<file path="src/rtl/pc_ctrl_pkg.sv">
// Shared definitions for the pipeline sequencing controller: stall vector
// encodings, FSM state encoding and reset / chip-enable levels.
package pc_ctrl_pkg;

  // Stall vector, bit0 PC .. bit5 WB, 1 = hold
  localparam logic [5:0] STALL_NONE = 6'b000000;
  localparam logic [5:0] STALL_ID   = 6'b000111;
  localparam logic [5:0] STALL_EX   = 6'b001111;
  localparam logic [5:0] STALL_ALL  = 6'b111111;

  // Reset and chip-enable levels
  localparam logic RST_ENABLE   = 1'b1;
  localparam logic CHIP_ENABLE  = 1'b1;
  localparam logic CHIP_DISABLE = 1'b0;

  // Sequencer states
  typedef enum logic [1:0] {
    ST_RESET = 2'd0,
    ST_RUN   = 2'd1,
    ST_FLUSH = 2'd2
  } pc_state_t;

endpackage

</file>
<file path="src/rtl/pc_ctrl_wdt.sv">
// Stall watchdog: counts consecutive stalled RUN cycles, saturating at
// LIMIT, and raises a sticky timeout flag once the limit is reached.
// Only instantiated when PC_CTRL_STALL_WATCHDOG_EN is defined.
module pc_ctrl_wdt
  import pc_ctrl_pkg::*;
#(
  parameter logic [7:0] LIMIT = 8'd255
) (
  input  logic clk,
  input  logic rst,
  input  logic stall_run,
  output logic timeout
);

  logic [7:0] cnt;
  logic [7:0] cnt_nxt;

  // Next count: increment while stalled, hold at the limit
  always_comb begin
    cnt_nxt = cnt;
    if (cnt != LIMIT) begin
      cnt_nxt = cnt + 8'd1;
    end
  end

  // Counter clears on any non-stall cycle; timeout is sticky until reset
  always_ff @(posedge clk) begin
    if (rst == RST_ENABLE) begin
      cnt     <= 8'd0;
      timeout <= 1'b0;
    end else if (stall_run) begin
      cnt <= cnt_nxt;
      if (cnt_nxt == LIMIT) begin
        timeout <= 1'b1;
      end
    end else begin
      cnt <= 8'd0;
    end
  end

endmodule

</file>
<file path="src/rtl/pc_ctrl.sv">
// Pipeline sequencing controller for the 5-stage MIPS32 core.
// Sequences fetch enable out of reset and arbitrates exception redirects,
// EX/ID stall requests and branch redirects into the per-stage stall
// vector, pipeline flush and PC load/enable controls.
// Optional stall watchdog: define PC_CTRL_STALL_WATCHDOG_EN.
module pc_ctrl
  import pc_ctrl_pkg::*;
#(
  parameter logic [31:0] RESET_VECTOR = 32'h0000_0000,
  parameter int unsigned FLUSH_CYCLES = 1,
  parameter logic [7:0]  WDT_LIMIT    = 8'd255
) (
  input  logic        clk,
  input  logic        rst,
  input  logic        stallreq_id,
  input  logic        stallreq_ex,
  input  logic        branch_flag,
  input  logic [31:0] branch_target,
  input  logic        excp_flag,
  input  logic [31:0] excp_vector,
  output logic        ce,
  output logic        pc_we,
  output logic        pc_load,
  output logic [31:0] pc_next,
  output logic [5:0]  stall,
  output logic        flush,
  output logic        wdt_timeout
);

  // The exception cycle itself (in RUN) is flush cycle 1, so the FLUSH
  // state covers cycles 2..FLUSH_CYCLES and exits once the count hits this.
  localparam logic [1:0] FLUSH_LAST = 2'(FLUSH_CYCLES - 1);

  pc_state_t  state;
  logic [1:0] fcnt;

  // State, flush counter and registered chip enable
  always_ff @(posedge clk) begin
    if (rst == RST_ENABLE) begin
      state <= ST_RESET;
      ce    <= CHIP_DISABLE;
      fcnt  <= 2'd0;
    end else begin
      ce <= CHIP_ENABLE;
      case (state)
        ST_RESET: begin
          state <= ST_RUN;
        end
        ST_RUN: begin
          if (excp_flag && (FLUSH_CYCLES > 1)) begin
            state <= ST_FLUSH;
            fcnt  <= 2'd1;
          end
        end
        ST_FLUSH: begin
          if (fcnt >= FLUSH_LAST) begin
            state <= ST_RUN;
            fcnt  <= 2'd0;
          end else begin
            fcnt <= fcnt + 2'd1;
          end
        end
        default: begin
          state <= ST_RESET;
          fcnt  <= 2'd0;
        end
      endcase
    end
  end

  // Pipeline controls from current state and this cycle's requests
  always_comb begin
    stall   = STALL_NONE;
    flush   = 1'b0;
    pc_we   = 1'b0;
    pc_load = 1'b0;
    pc_next = 32'h0;
    case (state)
      ST_RUN: begin
        if (excp_flag) begin
          flush   = 1'b1;
          pc_load = 1'b1;
          pc_next = excp_vector;
        end else if (stallreq_ex) begin
          // ID holds too, so a concurrent branch is re-presented later
          stall = STALL_EX;
        end else if (stallreq_id) begin
          stall = STALL_ID;
        end else if (branch_flag) begin
          // No flush: the delay slot instruction executes
          pc_load = 1'b1;
          pc_next = branch_target;
        end else begin
          pc_we = 1'b1;
        end
      end
      ST_FLUSH: begin
        // Requests ignored; a late exception finds MEM already cleared
        flush = 1'b1;
        pc_we = 1'b1;
      end
      default: begin
        // Reset: hold everything and pin the PC to the reset vector
        stall   = STALL_ALL;
        flush   = 1'b1;
        pc_load = 1'b1;
        pc_next = RESET_VECTOR;
      end
    endcase
  end

`ifdef PC_CTRL_STALL_WATCHDOG_EN
  logic stall_run;

  assign stall_run = (state == ST_RUN) && stall[0];

  pc_ctrl_wdt #(
    .LIMIT(WDT_LIMIT)
  ) u_wdt (
    .clk      (clk),
    .rst      (rst),
    .stall_run(stall_run),
    .timeout  (wdt_timeout)
  );
`else
  assign wdt_timeout = 1'b0;
`endif

endmodule

</file>
<file path="config.mk">
export PLATFORM = sky130hd
export DESIGN_NAME = pc_ctrl
export DESIGN_NICKNAME = d
export VERILOG_FILES = /design/src/rtl/pc_ctrl_pkg.sv /design/src/rtl/pc_ctrl_wdt.sv /design/src/rtl/pc_ctrl.sv
export SDC_FILE = /design/constraint.sdc
export NUM_CORES = 1
export LEC_CHECK = 0
export ABC_AREA = 1
export CORE_UTILIZATION = 25
export DETAILED_ROUTE_END_ITERATION = 7
export PLACE_DENSITY = 0.86
export SLEW_MARGIN = 20
export SYNTH_ARGS = -nofsm -noshare
export SYNTH_HDL_FRONTEND = slang
export SYNTH_SLANG_ARGS = --single-unit
</file>
<file path="constraint.sdc">
create_clock -name clk -period 2.1 [get_ports clk]
set_input_delay 0.63 -clock clk [delete_from_list [all_inputs] [get_ports clk]]
set_output_delay 0.63 -clock clk [all_outputs]
set_load 0.02 [all_outputs]
</file>
==> metrics.md <==
| Metric | Value |
|---|---|
| Fin crit period | `2.136 ns` |
| CTS tree | `built` |
| Status | `finished with violations` |
| Die X | `56.98 um` |
| Combinational fraction of design power | `around 78%` |
| Tot Pwr | `around 0.0006 W` |
| Mean area per synthesized cell | `~5.6 sq um` |
| Port bufs | `roughly 110` |
| Sequential power share | `a little under 7%` |
| Total track usage | `between 20% and 30%` |
| P_int | `~0.00037 W` |
| Htree depth | `1` |
| Placed insts | `265` |
| Vias/cell | `between 5 and 6` |
| Synth Flop Type | `dfxtp_1` |
| Peak supply drop | `between 0.0003 and 0.0004 V` |
| Setup ws final | `-0.03602 ns` |
| Num Clock Sinks | `2` |
| Total congestion overflow | `0` |
| Die Ht | `approximately 57 um` |
| Worst path arrival time | `approximately 1.5 ns` |
| Vias in the first global route | `approximately 1400` |
| Setup-failing EPs final | `8` |
| GPL Wtd Cong | `0.7614` |
| Pleak | `just under 0.9 nW` |
| Final Max Slew Viols | `0` |
| Final Util | `76.85%` |
| Ranking of synthesized cells by area | `a21oi_1 21%, nand3_1 21%, o21ai_0 18%` |
| Max Root-Sink Buffers | `2` |
| Placeable Area | `about 2800 sq um` |
| Pin count of the biggest net entering global routing | `19` |
| Area occupied by multi-input gates | `roughly 660 sq um` |
| DRT Pass-1 Iters | `6` |
| Kind of critical path | `input port to output pin` |
| Area leader, netlist | `a21oi_1` |
| Class of the worst hold path | `input port to flop` |
| Clock share of power | `roughly 15%` |
| Routed Antenna Nets | `0` |
| Initial antenna violation count | `0` |
| Sequential-to-total area share from yosys stat | `5.298%` |
| Fin. Hold Viols | `0` |
| Sw frac | `39.07%` |
| Seq cells post-synth | `2` |
| Starting DRC count in detailed routing | `approximately 150` |
| Max Freq | `around 470 MHz` |
| Failing checks | `design-rule violations, negative setup slack` |
| Storage element area | `between 40 and 50 sq um` |
| Floorplan row count | `19` |
| CTS root buffer | `clkbuf_4` |
| CTS clk-pin slew, worst paths | `about 0.030 ns` |
| Die ar. | `3247 sq um` |
| Synth Net Count | `204` |
| Hold Slack | `approximately 0.9 ns` |
| Post-DP HPWL | `~2600 um` |
| First-pass GRT wire length | `~6500 um` |
| Fillers | `226` |
| Cell Area, Synth | `about 760 sq um` |
| Setup crit end kind | `output pin` |
| Finished Layout Cells | `~280` |
| Ys Warns | `0` |
| Top-count cell post-synth | `a21oi_1` |
| Antenna Cells | `0` |
| Via Count | `roughly 1400` |
| Max_cap viols | `0` |
| Share of layout cells above drive strength 1 | `39.02%` |
| Ys async rst share | `0%` |
| Worst Path Required | `1.47 ns` |
| Num CTS Buffers | `3` |
| Net Sw Power | `around 0.00024 W` |
| Final TNS setup | `-0.1078 ns` |
| Unrepaired setup endpoints after global routing | `true` |
| Number of synthesized flops with an enable pin | `0` |
| DRC | `16` |
| Area Growth Syn to Fin | `185.3%` |
| Most instantiated cells after synthesis | `32 x a21oi_1, 31 x nand3_1, 27 x o21ai_0` |
| Fin crit share | `101.7%` |
| Worst Setup Start Kind | `input port` |
| Share of the synthesized area in the top cell type | `roughly a fifth` |
| I/O pin cnt | `about 110` |
| Post-Route WL | `4330 um` |
| CP max FO | `1` |
| Initial core utilization | `a little over a quarter` |
| Synth Instances | `around 130` |
| Pwr dens | `around 280 nW/um^2` |
| WL/cell | `15.63 um` |
| Yosys cell types | `16` |
| Nets | `318` |
## final timing paths
path	endpoint	from	slack [ns]	cells after the start
max	pc_next[29]	branch_target[29]	-0.04	4
min	state[0]	rst	0.90	2
## routing by layer
layer | vias up | GRT usage, % | wire (um)
met5 | - | 0 | 0
met4 | 0 | 5.226 | 63
met3 | 6 | 4.082 | 317
met2 | 73 | 48.24 | 2309
met1 | 665 | 29.10 | 1639
li1 | 703 | - | -
## through the flow
step	setup slack, ns	area [sq um]
after floorplan	0.04621	755.7
after global placement	-0.7827	1878
after detailed placement	-0.8622	1878
after CTS	-0.01977	2092
after global routing	-0.06152	2156
final	-0.03602	2156
## power by group through the flow
| stage | logic, W | clock network [W] | registers [W] |
|---|---|---|---|
| 2_1_floorplan | 0.000170 | 0 | 0.0000436 |
| 3_3_place_gp | 0.000402 | 0 | 0.0000417 |
| 3_5_place_dp | 0.000407 | 0 | 0.0000418 |
| 4_1_cts | 0.000458 | 0.0000900 | 0.0000414 |
| 5_1_grt | 0.000501 | 0.0000888 | 0.0000416 |
| 6_report | 0.000474 | 0.0000912 | 0.0000414 |
## area by class of cell
| type | count | area share [%] |
|---|---|---|
| Sequential cell | 2 | 1.857 |
| Inverter | 5 | 0.9867 |
| Timing Repair Buffer | 130 | 63.73 |
| Multi-Input combinational cell | 106 | 30.59 |
| Clock buffer | 3 | 1.045 |
| Tap cell | 31 | 1.799 |
## critical path: stages
cell and delay (ns):
clkdlybuf4s50_1 0.48, nand3_1 0.11, a21oi_2 0.15, buf_6 0.13
## registers in the layout, summed over array words and instances, names as in the netlist
name and count:
ce 1, state 1
## cells in the final DEF (no fill, tap or decap), types with 2 or more instances in the layout
| cell | netlist | routed |
|---|---|---|
| buf_2 | 6 | 3 |
| buf_12 | 0 | 6 |
| a21oi_1 | 32 | 12 |
| buf_4 | 7 | 34 |
| nand3_1 | 31 | 25 |
| clkdlybuf4s50_1 | 0 | 64 |
| dfxtp_1 | 2 | 2 |
| o21ai_0 | 27 | 16 |
| nand2_1 | 5 | 5 |
| o21ai_1 | 6 | 15 |
| nor2_1 | 2 | 2 |
| buf_16 | 0 | 4 |
| a21oi_2 | 0 | 18 |
| o21ai_2 | 0 | 2 |
| buf_6 | 7 | 12 |
| clkbuf_4 | 0 | 3 |
| nand3_2 | 1 | 7 |
| dlymetal6s2s_1 | 0 | 2 |
| a21oi_4 | 0 | 2 |
| inv_1 | 4 | 4 |
| clkdlybuf4s15_2 | 0 | 2 |
| dlygate4sd2_1 | 0 | 2 |
## cell families (layout without fill, tap and decap cells)
| family | count (synthesis) | after routing | share of synthesized area, % |
|---|---|---|---|
| AND/OR/NAND/NOR | 40 | 40 | 26.82 |
| other | 1 | 1 | 0.4962 |
| flip-flops | 2 | 2 | 5.298 |
| buffers and inverters | 26 | 138 | 24.34 |
| AO/OA/AOI/OAI | 65 | 65 | 43.05 |
## repair_timing
| action | 4_1_cts | 5_1_grt |
|---|---|---|
| hold buffers | 0 | 0 |
| setup endpoints to repair | 39 | 33 |
| cloned | 5 | 0 |
| resized for setup | 250 | 21 |
| pin swaps | 8 | 6 |
| buffers inserted | 5 | 1 |
| hold endpoints to repair | 0 | 0 |
Note: power is estimated with default switching activity, not from simulation.
